### config.mk
export PLATFORM = sky130hd
export DESIGN_NAME = dm_mover_flat
export DESIGN_NICKNAME = d
export VERILOG_FILES = /design/src/rtl/dm_mover_pkg.sv /design/src/rtl/dm_mover_if.sv /design/src/rtl/dm_mover.sv /design/src/flat_wrapper.sv
export SDC_FILE = /design/constraint.sdc
export NUM_CORES = 1
export LEC_CHECK = 0
export BUFFER_PORTS_ARGS = -buffer_cell sky130_fd_sc_hd__buf_2
export CORE_MARGIN = 1
export CORE_UTILIZATION = 48
export DETAILED_ROUTE_END_ITERATION = 10
export GPL_ROUTABILITY_DRIVEN = 0
export PLACE_DENSITY = 0.82
export SLEW_MARGIN = 10
export SYNTH_ARGS = -nofsm -noshare
export SYNTH_HDL_FRONTEND = slang
export SYNTH_SLANG_ARGS = --single-unit
### constraint.sdc
create_clock -name clk -period 5.8 [get_ports clk]
set_clock_uncertainty 0.15 [all_clocks]
set_input_delay 0 -clock clk [delete_from_list [all_inputs] [get_ports clk]]
set_output_delay 0 -clock clk [all_outputs]
set_load 0.02 [all_outputs]
### src/rtl/dm_mover_pkg.sv
// Shared encodings and default widths for the data-memory block mover.
// Optional checksum output is controlled by DM_MOVER_CSUM_EN.
package dm_mover_pkg;

    localparam int AW = 8;
    localparam int DW = 16;
    localparam int LW = 8;

    localparam logic [1:0] ST_IDLE = 2'd0;
    localparam logic [1:0] ST_RD   = 2'd1;
    localparam logic [1:0] ST_WR   = 2'd2;
    localparam logic [1:0] ST_DONE = 2'd3;

    localparam logic OP_COPY = 1'b0;
    localparam logic OP_FILL = 1'b1;

    // Base plus word index, wrapping modulo 2^AW.
    function automatic logic [AW-1:0] addr_off(input logic [AW-1:0] base,
                                               input logic [LW-1:0] idx);
        return base + AW'(idx);
    endfunction

endpackage

### src/rtl/dm_mover_if.sv
// Request/status and data-memory port bundle of dm_mover.
// The csum signal exists only when DM_MOVER_CSUM_EN is defined.
interface dm_mover_if;
    import dm_mover_pkg::*;

    logic          start;
    logic          op;
    logic [AW-1:0] src;
    logic [AW-1:0] dst;
    logic [LW-1:0] len;
    logic [DW-1:0] fill_val;
    logic          busy;
    logic          done;
    logic [AW-1:0] dm_addr;
    logic [DW-1:0] dm_din;
    logic          dm_we;
    logic [DW-1:0] dm_dout;
`ifdef DM_MOVER_CSUM_EN
    logic [DW-1:0] csum;

    modport master (
        input  start, op, src, dst, len, fill_val, dm_dout,
        output busy, done, dm_addr, dm_din, dm_we, csum
    );
    modport slave (
        output start, op, src, dst, len, fill_val, dm_dout,
        input  busy, done, dm_addr, dm_din, dm_we, csum
    );
`else
    modport master (
        input  start, op, src, dst, len, fill_val, dm_dout,
        output busy, done, dm_addr, dm_din, dm_we
    );
    modport slave (
        output start, op, src, dst, len, fill_val, dm_dout,
        input  busy, done, dm_addr, dm_din, dm_we
    );
`endif

endinterface

### src/rtl/dm_mover.sv
// Purpose: copies len words src->dst (2 cycles/word) or fills len words at dst (1 cycle/word); optional DM_MOVER_CSUM_EN checksum.
// Latency: busy from the start edge, done pulses one cycle after the last write (cycle after start when len=0).
// Backpressure: none; start is taken only in IDLE and dropped otherwise, memory is assumed single-cycle.
module dm_mover
    import dm_mover_pkg::*;
(
    input  logic       clk,
    input  logic       reset_n,
    dm_mover_if.master bus
);

    logic [1:0]    state_q, state_d;
    logic          op_q, op_d;
    logic [AW-1:0] src_q, src_d;
    logic [AW-1:0] dst_q, dst_d;
    logic [LW-1:0] len_q, len_d;
    logic [LW-1:0] idx_q, idx_d;
    logic [DW-1:0] fill_q, fill_d;
    logic [DW-1:0] data_q, data_d;
    logic [LW-1:0] idx_inc;
    logic [DW-1:0] wr_dat;
`ifdef DM_MOVER_CSUM_EN
    logic [DW-1:0] csum_q, csum_d;
`endif

    assign idx_inc = idx_q + LW'(1);
    assign wr_dat  = (op_q == OP_FILL) ? fill_q : data_q;

    always_comb begin
        state_d = state_q;
        op_d    = op_q;
        src_d   = src_q;
        dst_d   = dst_q;
        len_d   = len_q;
        idx_d   = idx_q;
        fill_d  = fill_q;
        data_d  = data_q;
`ifdef DM_MOVER_CSUM_EN
        csum_d  = csum_q;
`endif
        case (state_q)
            ST_IDLE: begin
                if (bus.start) begin
                    op_d   = bus.op;
                    src_d  = bus.src;
                    dst_d  = bus.dst;
                    len_d  = bus.len;
                    fill_d = bus.fill_val;
                    idx_d  = '0;
`ifdef DM_MOVER_CSUM_EN
                    csum_d = '0;
`endif
                    if (bus.len == '0)
                        state_d = ST_DONE;
                    else if (bus.op == OP_FILL)
                        state_d = ST_WR;
                    else
                        state_d = ST_RD;
                end
            end
            ST_RD: begin
                data_d  = bus.dm_dout;
                state_d = ST_WR;
            end
            ST_WR: begin
                idx_d = idx_inc;
`ifdef DM_MOVER_CSUM_EN
                csum_d = csum_q + wr_dat;
`endif
                if (idx_inc == len_q)
                    state_d = ST_DONE;
                else if (op_q == OP_FILL)
                    state_d = ST_WR;
                else
                    state_d = ST_RD;
            end
            default: state_d = ST_IDLE;
        endcase
    end

    always_ff @(posedge clk or negedge reset_n) begin
        if (!reset_n) begin
            state_q <= ST_IDLE;
            op_q    <= OP_COPY;
            src_q   <= '0;
            dst_q   <= '0;
            len_q   <= '0;
            idx_q   <= '0;
            fill_q  <= '0;
            data_q  <= '0;
`ifdef DM_MOVER_CSUM_EN
            csum_q  <= '0;
`endif
        end else begin
            state_q <= state_d;
            op_q    <= op_d;
            src_q   <= src_d;
            dst_q   <= dst_d;
            len_q   <= len_d;
            idx_q   <= idx_d;
            fill_q  <= fill_d;
            data_q  <= data_d;
`ifdef DM_MOVER_CSUM_EN
            csum_q  <= csum_d;
`endif
        end
    end

    // Outputs decode from registered state only, so reset drops dm_we at once.
    always_comb begin
        bus.busy    = (state_q == ST_RD) || (state_q == ST_WR);
        bus.done    = (state_q == ST_DONE);
        bus.dm_we   = (state_q == ST_WR);
        bus.dm_din  = (state_q == ST_WR) ? wr_dat : '0;
        bus.dm_addr = '0;
        if (state_q == ST_RD)
            bus.dm_addr = addr_off(src_q, idx_q);
        else if (state_q == ST_WR)
            bus.dm_addr = addr_off(dst_q, idx_q);
    end

`ifdef DM_MOVER_CSUM_EN
    assign bus.csum = csum_q;
`endif

endmodule

### src/flat_wrapper.sv
// flat-port wrapper written by rule: the top's interface ports become plain ports
module dm_mover_flat import dm_mover_pkg::*;
  (clk, reset_n, bus_start, bus_op, bus_src, bus_dst, bus_len, bus_fill_val, bus_dm_dout, bus_busy, bus_done, bus_dm_addr, bus_dm_din, bus_dm_we);
  dm_mover_if bus_i ();
  input  logic clk;
  input  logic reset_n;
  input wire logic [$bits(bus_i.start)-1:0] bus_start;
  input wire logic [$bits(bus_i.op)-1:0] bus_op;
  input wire logic [$bits(bus_i.src)-1:0] bus_src;
  input wire logic [$bits(bus_i.dst)-1:0] bus_dst;
  input wire logic [$bits(bus_i.len)-1:0] bus_len;
  input wire logic [$bits(bus_i.fill_val)-1:0] bus_fill_val;
  input wire logic [$bits(bus_i.dm_dout)-1:0] bus_dm_dout;
  output wire logic [$bits(bus_i.busy)-1:0] bus_busy;
  output wire logic [$bits(bus_i.done)-1:0] bus_done;
  output wire logic [$bits(bus_i.dm_addr)-1:0] bus_dm_addr;
  output wire logic [$bits(bus_i.dm_din)-1:0] bus_dm_din;
  output wire logic [$bits(bus_i.dm_we)-1:0] bus_dm_we;
  assign bus_i.start = bus_start;
  assign bus_i.op = bus_op;
  assign bus_i.src = bus_src;
  assign bus_i.dst = bus_dst;
  assign bus_i.len = bus_len;
  assign bus_i.fill_val = bus_fill_val;
  assign bus_i.dm_dout = bus_dm_dout;
  assign bus_busy = bus_i.busy;
  assign bus_done = bus_i.done;
  assign bus_dm_addr = bus_i.dm_addr;
  assign bus_dm_din = bus_i.dm_din;
  assign bus_dm_we = bus_i.dm_we;
  dm_mover u_core (.clk(clk), .reset_n(reset_n), .bus(bus_i));
endmodule
==> impl_metrics.json, run 1 <==
{
  "rows": 32,
  "first_iter_violations": 234,
  "max_freq_ghz": 0.354,
  "layout-drive-gt1-share_pct": 33.4,
  "tightest_slew_ns": 0.999,
  "clkSinkCount": 67,
  "fin_cells": 597,
  "startpoint_type": "flop",
  "drc": 0,
  "worstSetupPathType": "flop to output port",
  "fp.dieW_um": 91.8,
  "antenna_left": 0,
  "initial_core_util_pct": 49.8,
  "synth_seq_cells": 67,
  "syn_nets": 431,
  "vdd_drop_max_uv": 300,
  "worstPathArrival_ns": 2.68,
  "synth-seq-area-share_pct": 43.4,
  "crit_fanout": 25,
  "cap_violations": 0,
  "ios": 87,
  "slew_headroom_pct": 33.1,
  "syn_inst": 350,
  "die_area_mm2": 0.00842,
  "synthArstFlopShare_pct": 100,
  "grt_use_total_pct": 26.8,
  "slew_viol_final": 0,
  "io_buffer_count": 86,
  "syn_area_mm2": 0.00387,
  "synth_edf_count": 0,
  "syn-mean-instance-area_um2": 11.0,
  "crit_required_ns": 5.65,
  "grt_pass1_vias": 3484,
  "dp.cells": 522,
  "setup_viol": 0,
  "clk_pin_slew_ns": 0.08,
  "worst-r2r-cell-count": 4,
  "period_minus_slack_ns": 2.83,
  "vias_per_cell": 5.51,
  "grt_pass1_wl_mm": 17.2,
  "grt.overflow.total": 0,
  "clock_path_buffers": 2,
  "htree_levels": 3,
  "clk_latency_ns": 0.35,
  "antenna_found_initial": 1,
  "status": "complete, no violations",
  "ys_warn_count": 0,
  "tns_ns": 0,
  "first_pass_iters": 4,
  "synth_cell_types": 44,
  "clockRootBuffer": "clkbuf_8",
  "wirelength_mm": 10.4,
  "rsz0062_at_grt": "false",
  "fillerInstances": 571,
  "grt_max_degree": 68,
  "post-route-util_pct": 66.0,
  "ys.flop_type": "dfrtp_1",
  "leakagePower_nw": 2.45,
  "detail_route.wl_per_cell_um": 17.4,
  "cts_made_buffers": 9,
  "power.total_w": 0.00257,
  "core_mm2": 0.00777,
  "synthToLayoutAreaGrowth_pct": 32.5,
  "pre_cts_ws_ns": 3.37,
  "post_cts_buffers": 0,
  "end_kind": "output port",
  "finalCritPeriodShare_pct": 48.7,
  "p_per_area_mw_per_mm2": 501,
  "die_height_um": 91.8,
  "hp-class": "input pin to flop",
  "tritoncts": "done",
  "hpwl_mm": 6.16,
  "setup_slack_ns": 2.97,
  "fin_nets": 570,
  "worstHoldPathCells": 3,
  "routed-via-count": 3288,
  "finalHoldViolCount": 0
}
## worst paths after layout
check / startpoint / to / slack [ns]
max: u_core.state_q[0] / bus_dm_addr[3] / 2.97
min: bus_start / u_core.idx_q[0] / 0.05
max reg2reg: u_core.state_q[0] / u_core.fill_q[13] / 3.55
min reg2reg: u_core.data_q[0] / u_core.data_q[0] / 0.37
max in group asynchronous: reset_n / u_core.len_q[2] / 4.71
min in group asynchronous: reset_n / u_core.fill_q[7] / 0.23
## worst max-delay path: stages (launching register included)
cell	delay (ns)
dfrtp_1	0.43
inv_1	0.13
ha_1	0.37
inv_1	0.45
nor2_1	0.54
a22o_1	0.23
buf_2	0.16
## synth_stat cells (6+ instances only)
| library cell | count | area (um2) |
|---|---|---|
| dfrtp_1 | 67 | 1680 |
| mux2_2 | 57 | 642 |
| nor2_1 | 33 | 124 |
| nand2_1 | 23 | 86.3 |
| ha_1 | 19 | 238 |
| mux2i_1 | 19 | 190 |
| o21ai_0 | 12 | 60.1 |
| a21oi_1 | 11 | 55.1 |
| xnor2_1 | 11 | 96.3 |
| xor2_1 | 10 | 87.6 |
| buf_2 | 8 | 40.0 |
| inv_1 | 8 | 30.0 |
| a22o_1 | 7 | 61.3 |
| a21o_1 | 6 | 45.0 |
| nor3_1 | 6 | 30.0 |
## report_power, final
part	internal [W]	switching, W
Sequential	0.000688	0.000210
Clock	0.000168	0.000197
Combinational	0.000622	0.000680
Total	0.00148	0.00109
## repair_timing
item	4_1_cts	5_1_grt
hold endpoints to repair	125	0
gates resized for setup	0	0
hold buffers	58	0
## cell families (layout without fill, tap and decap cells)
kind of cell	Yosys count	count (layout)	share of synthesized area (%)
buffers and inverters	26	170	2.88
DFF	67	67	43.4
muxes	76	76	21.5
AOI/OAI and AO/OA	58	58	10.8
and+or+nand+nor	81	81	9.51
xor gates and xnor gates	21	21	4.76
adders and majority gates	21	21	7.18
other	0	1	0
## metal layers
| layer | vias up | track usage (%) | wire length, um |
|---|---|---|---|
| met3 | 43 | 6.14 | 677 |
| li1 | 1531 | - | - |
| met4 | 0 | 15.4 | 387 |
| met1 | 1562 | 30.9 | 4180 |
| met2 | 152 | 45.7 | 5150 |
| met5 | - | 0 | 0 |
## cell usage in the layout, fill, tap and decap left out, types with 2 or more instances in the layout
cell / n
clkinvlp_4: 2
nand2_1: 22
mux2i_1: 19
inv_1: 8
a21o_1: 6
a31oi_1: 3
ha_1: 19
nand3_1: 5
a32o_1: 2
dfrtp_1: 67
nor3_1: 6
buf_4: 2
a22o_1: 7
nor4_1: 2
xor2_1: 10
mux2_2: 57
a21oi_1: 11
o21ai_1: 5
buf_2: 86
clkbuf_8: 10
o21ai_0: 12
nand2b_1: 4
nor2_1: 33
and3_1: 2
xnor2_1: 11
dlygate4sd3_1: 58
fa_1: 2
## flip-flops by register name (all words and copies together), names as in the netlist
name and flops:
u_core.dst_q 8, u_core.data_q 16, u_core.len_q 8, u_core.idx_q 8
u_core.op_q 1, u_core.fill_q 16, u_core.src_q 8, u_core.state_q 2
## area by class of cell
class	count	area (um2)	share of cell area, %
multi-input cells	257	2080	40.6
flip-flops and latches	67	1680	32.7
repair buffers	146	1030	20.0
clock buffers	11	141	2.76
well taps	102	128	2.49
clock inverters	5	37.5	0.733
inverters	8	30.0	0.586
diodes	1	2.50	0.0488
## metrics by stage
stage          instance area [um2]  hold WS (ns)
6_report                      5120        0.0546
5_1_grt                       5120        0.0614
4_1_cts                       5120       0.00454
3_5_place_dp                  4360        0.0857
3_3_place_gp                  4360        0.0818
2_1_floorplan                 3870        -0.446
Note: power is estimated with default switching activity, not from simulation.
==> run 2, diff against run 1 <==
clock period = 2.8 ns   (was 5.8 ns; I/O delays follow)
==> run 2 against run 1 <==
  * Clock-buffer cell count did not move
  * Worst hold slack improved by 0.093 ns
  * Flip-flop and latch count is the same
  * Worst setup slack got worse by 2.8 ns
  * Clock power rose to 2.5 times the previous value
  * Critical path type unchanged
  * Routed wire length shrank 0.69%
  * Critical path depth is 2 higher
  * Die area did not move
  * Design area rose by 2.1%
  * Largest cell class unchanged
  * Total power rose by 120%
==> impl_metrics.json, run 2 (same netlist as run 1, synthesis figures left out) <==
{
  "status": "complete, no violations",
  "leakagePower_nw": 2.51,
  "clk_pin_slew_ns": 0.07,
  "max_freq_ghz": 0.381,
  "rows": 32,
  "antenna_found_initial": 0,
  "switching_share_pct": 40.5,
  "setup_viol": 0,
  "grt_pass1_wl_mm": 16.7,
  "worstSetupPathType": "flop to output port",
  "die_area_mm2": 0.00842,
  "grt.overflow.total": 0,
  "finalCritPeriodShare_pct": 93.8,
  "fillerInstances": 533,
  "p_per_area_mw_per_mm2": 1050,
  "io_buffer_count": 86,
  "clock_path_buffers": 2,
  "first_iter_violations": 244,
  "end_kind": "output port",
  "htree_levels": 3,
  "rsz0062_at_grt": "false",
  "worstPathArrival_ns": 2.48,
  "p_clk_share_pct": 16.8,
  "layout-drive-gt1-share_pct": 34.5,
  "worst_hold_slack_ns": 0.147,
  "comb_power_share_pct": 49.5,
  "seqPwrFrac_pct": 33.7,
  "clkSinkCount": 67,
  "tightest_slew_ns": 1.03,
  "final_common_cell": "buf_2",
  "reg.largest.list": "u_core.data_q x16, u_core.fill_q x16",
  "layout_common_cells": "buf_2 (86), dfrtp_1 (66), dlygate4sd3_1 (59)",
  "vdd_drop_max_uv": 708,
  "initial_core_util_pct": 49.8,
  "antenna_cells": 0,
  "synthToLayoutAreaGrowth_pct": 35.2,
  "cts_made_buffers": 9,
  "vias_per_cell": 5.46,
  "drc": 0,
  "tritoncts": "done",
  "wirelength_mm": 10.3,
  "crit_fanout": 10,
  "grt_pass1_vias": 3449,
  "cap_violations": 0,
  "detail_route.wl_per_cell_um": 17.1,
  "tns_ns": 0,
  "p_int_w": 0.00328,
  "slew_viol_final": 0,
  "ios": 87,
  "clk_latency_ns": 0.35,
  "slew_headroom_pct": 31.2,
  "fp.dieW_um": 91.8,
  "startpoint_type": "flop",
  "clockRootBuffer": "clkbuf_8",
  "fin_nets": 577,
  "hp-class": "input pin to async pin",
  "post-route-util_pct": 67.3,
  "hpwl_mm": 6.29,
  "first_pass_iters": 4,
  "crit_required_ns": 2.65,
  "setup_slack_ns": 0.174,
  "core_mm2": 0.00777,
  "period_minus_slack_ns": 2.63,
  "p_sw_w": 0.00224,
  "antenna_left": 0,
  "pre_cts_ws_ns": 0.489,
  "grt_max_degree": 39,
  "finalHoldViolCount": 0,
  "die_height_um": 91.8,
  "routed-via-count": 3294,
  "grt_use_total_pct": 25.8
}
## run 2: cell types whose count changed in the layout (fill, tap and decap cells not counted)
cell | previous run | this run
a21oi_1 | 11 | 10
dfrtp_2 | 0 | 1
dlygate4sd3_1 | 58 | 59
buf_4 | 2 | 8
dfrtp_1 | 67 | 66
diode_2 | 1 | 0
clkinvlp_4 | 2 | 1
bufinv_16 | 0 | 2
clkinv_2 | 1 | 0
a21oi_2 | 0 | 1
## run 2: worst max-delay path: stages (launching register included)
cell and delay [ns]:
dfrtp_1 0.51, ha_1 0.35, a21o_1 0.19, a211oi_1 0.24, nor2_1 0.10, o41ai_2 0.28
xnor2_1 0.16, a22o_1 0.14, buf_2 0.16
## run 2: layer usage
metal  track usage (%)  share of wire (%)  vias up
met1              29.9                 40     1583
met5                 0                  0        -
li1                  -                  -     1541
met4              10.8                2.7        0
met3              7.05                6.2       28
met2              45.0                 51      142
## run 2: final timing paths
kind / from / endpoint / slack [ns] / cells past startpoint
setup / recovery: u_core.idx_q[1] / bus_dm_addr[7] / 0.17 / 8
hold / removal: reset_n / u_core.fill_q[9] / 0.15 / 2
setup reg to reg: u_core.idx_q[0] / u_core.state_q[0] / 0.72 / 7
hold reg to reg: u_core.data_q[2] / u_core.data_q[2] / 0.36 / 1
max in group asynchronous: reset_n / u_core.len_q[0] / 1.58 / 3
min in group clk: bus_fill_val[2] / u_core.fill_q[2] / 0.26 / 3
## run 2: power groups by stage
stage / clock (W) / sequential [W] / combinational [W]
after floorplan: 0 / 0.00166 / 0.00206
after global placement: 0 / 0.00181 / 0.00249
after detailed placement: 0 / 0.00184 / 0.00257
after CTS: 0.000934 / 0.00183 / 0.00265
after global routing: 0.000977 / 0.00190 / 0.00297
final: 0.000929 / 0.00186 / 0.00273
## run 2: timing repair
action | CTS | global route
setup endpoints to repair | 0 | 1
hold endpoints to repair | 95 | 0
gates resized for setup | 0 | 2
hold buffers | 59 | 0
setup buffers | 0 | 2
## run 2: per-stage QoR
step | std cells | total power, W | cell area [um2]
floorplan | 350 | 0.00371 | 3870
global placement | 526 | 0.00430 | 4390
detailed placement | 526 | 0.00442 | 4390
CTS | 601 | 0.00541 | 5210
global route | 603 | 0.00585 | 5230
finish | 603 | 0.00552 | 5230
## run 2: cell type report
class	count	area [um2]	share of cell area, %
flip-flops and latches	67	1680	32.1
clock inverters	5	85.1	1.63
repair buffers	153	1080	20.7
multi-input cells	257	2090	39.9
inverters	8	30.0	0.574
well taps	102	128	2.44
clock buffers	11	141	2.70
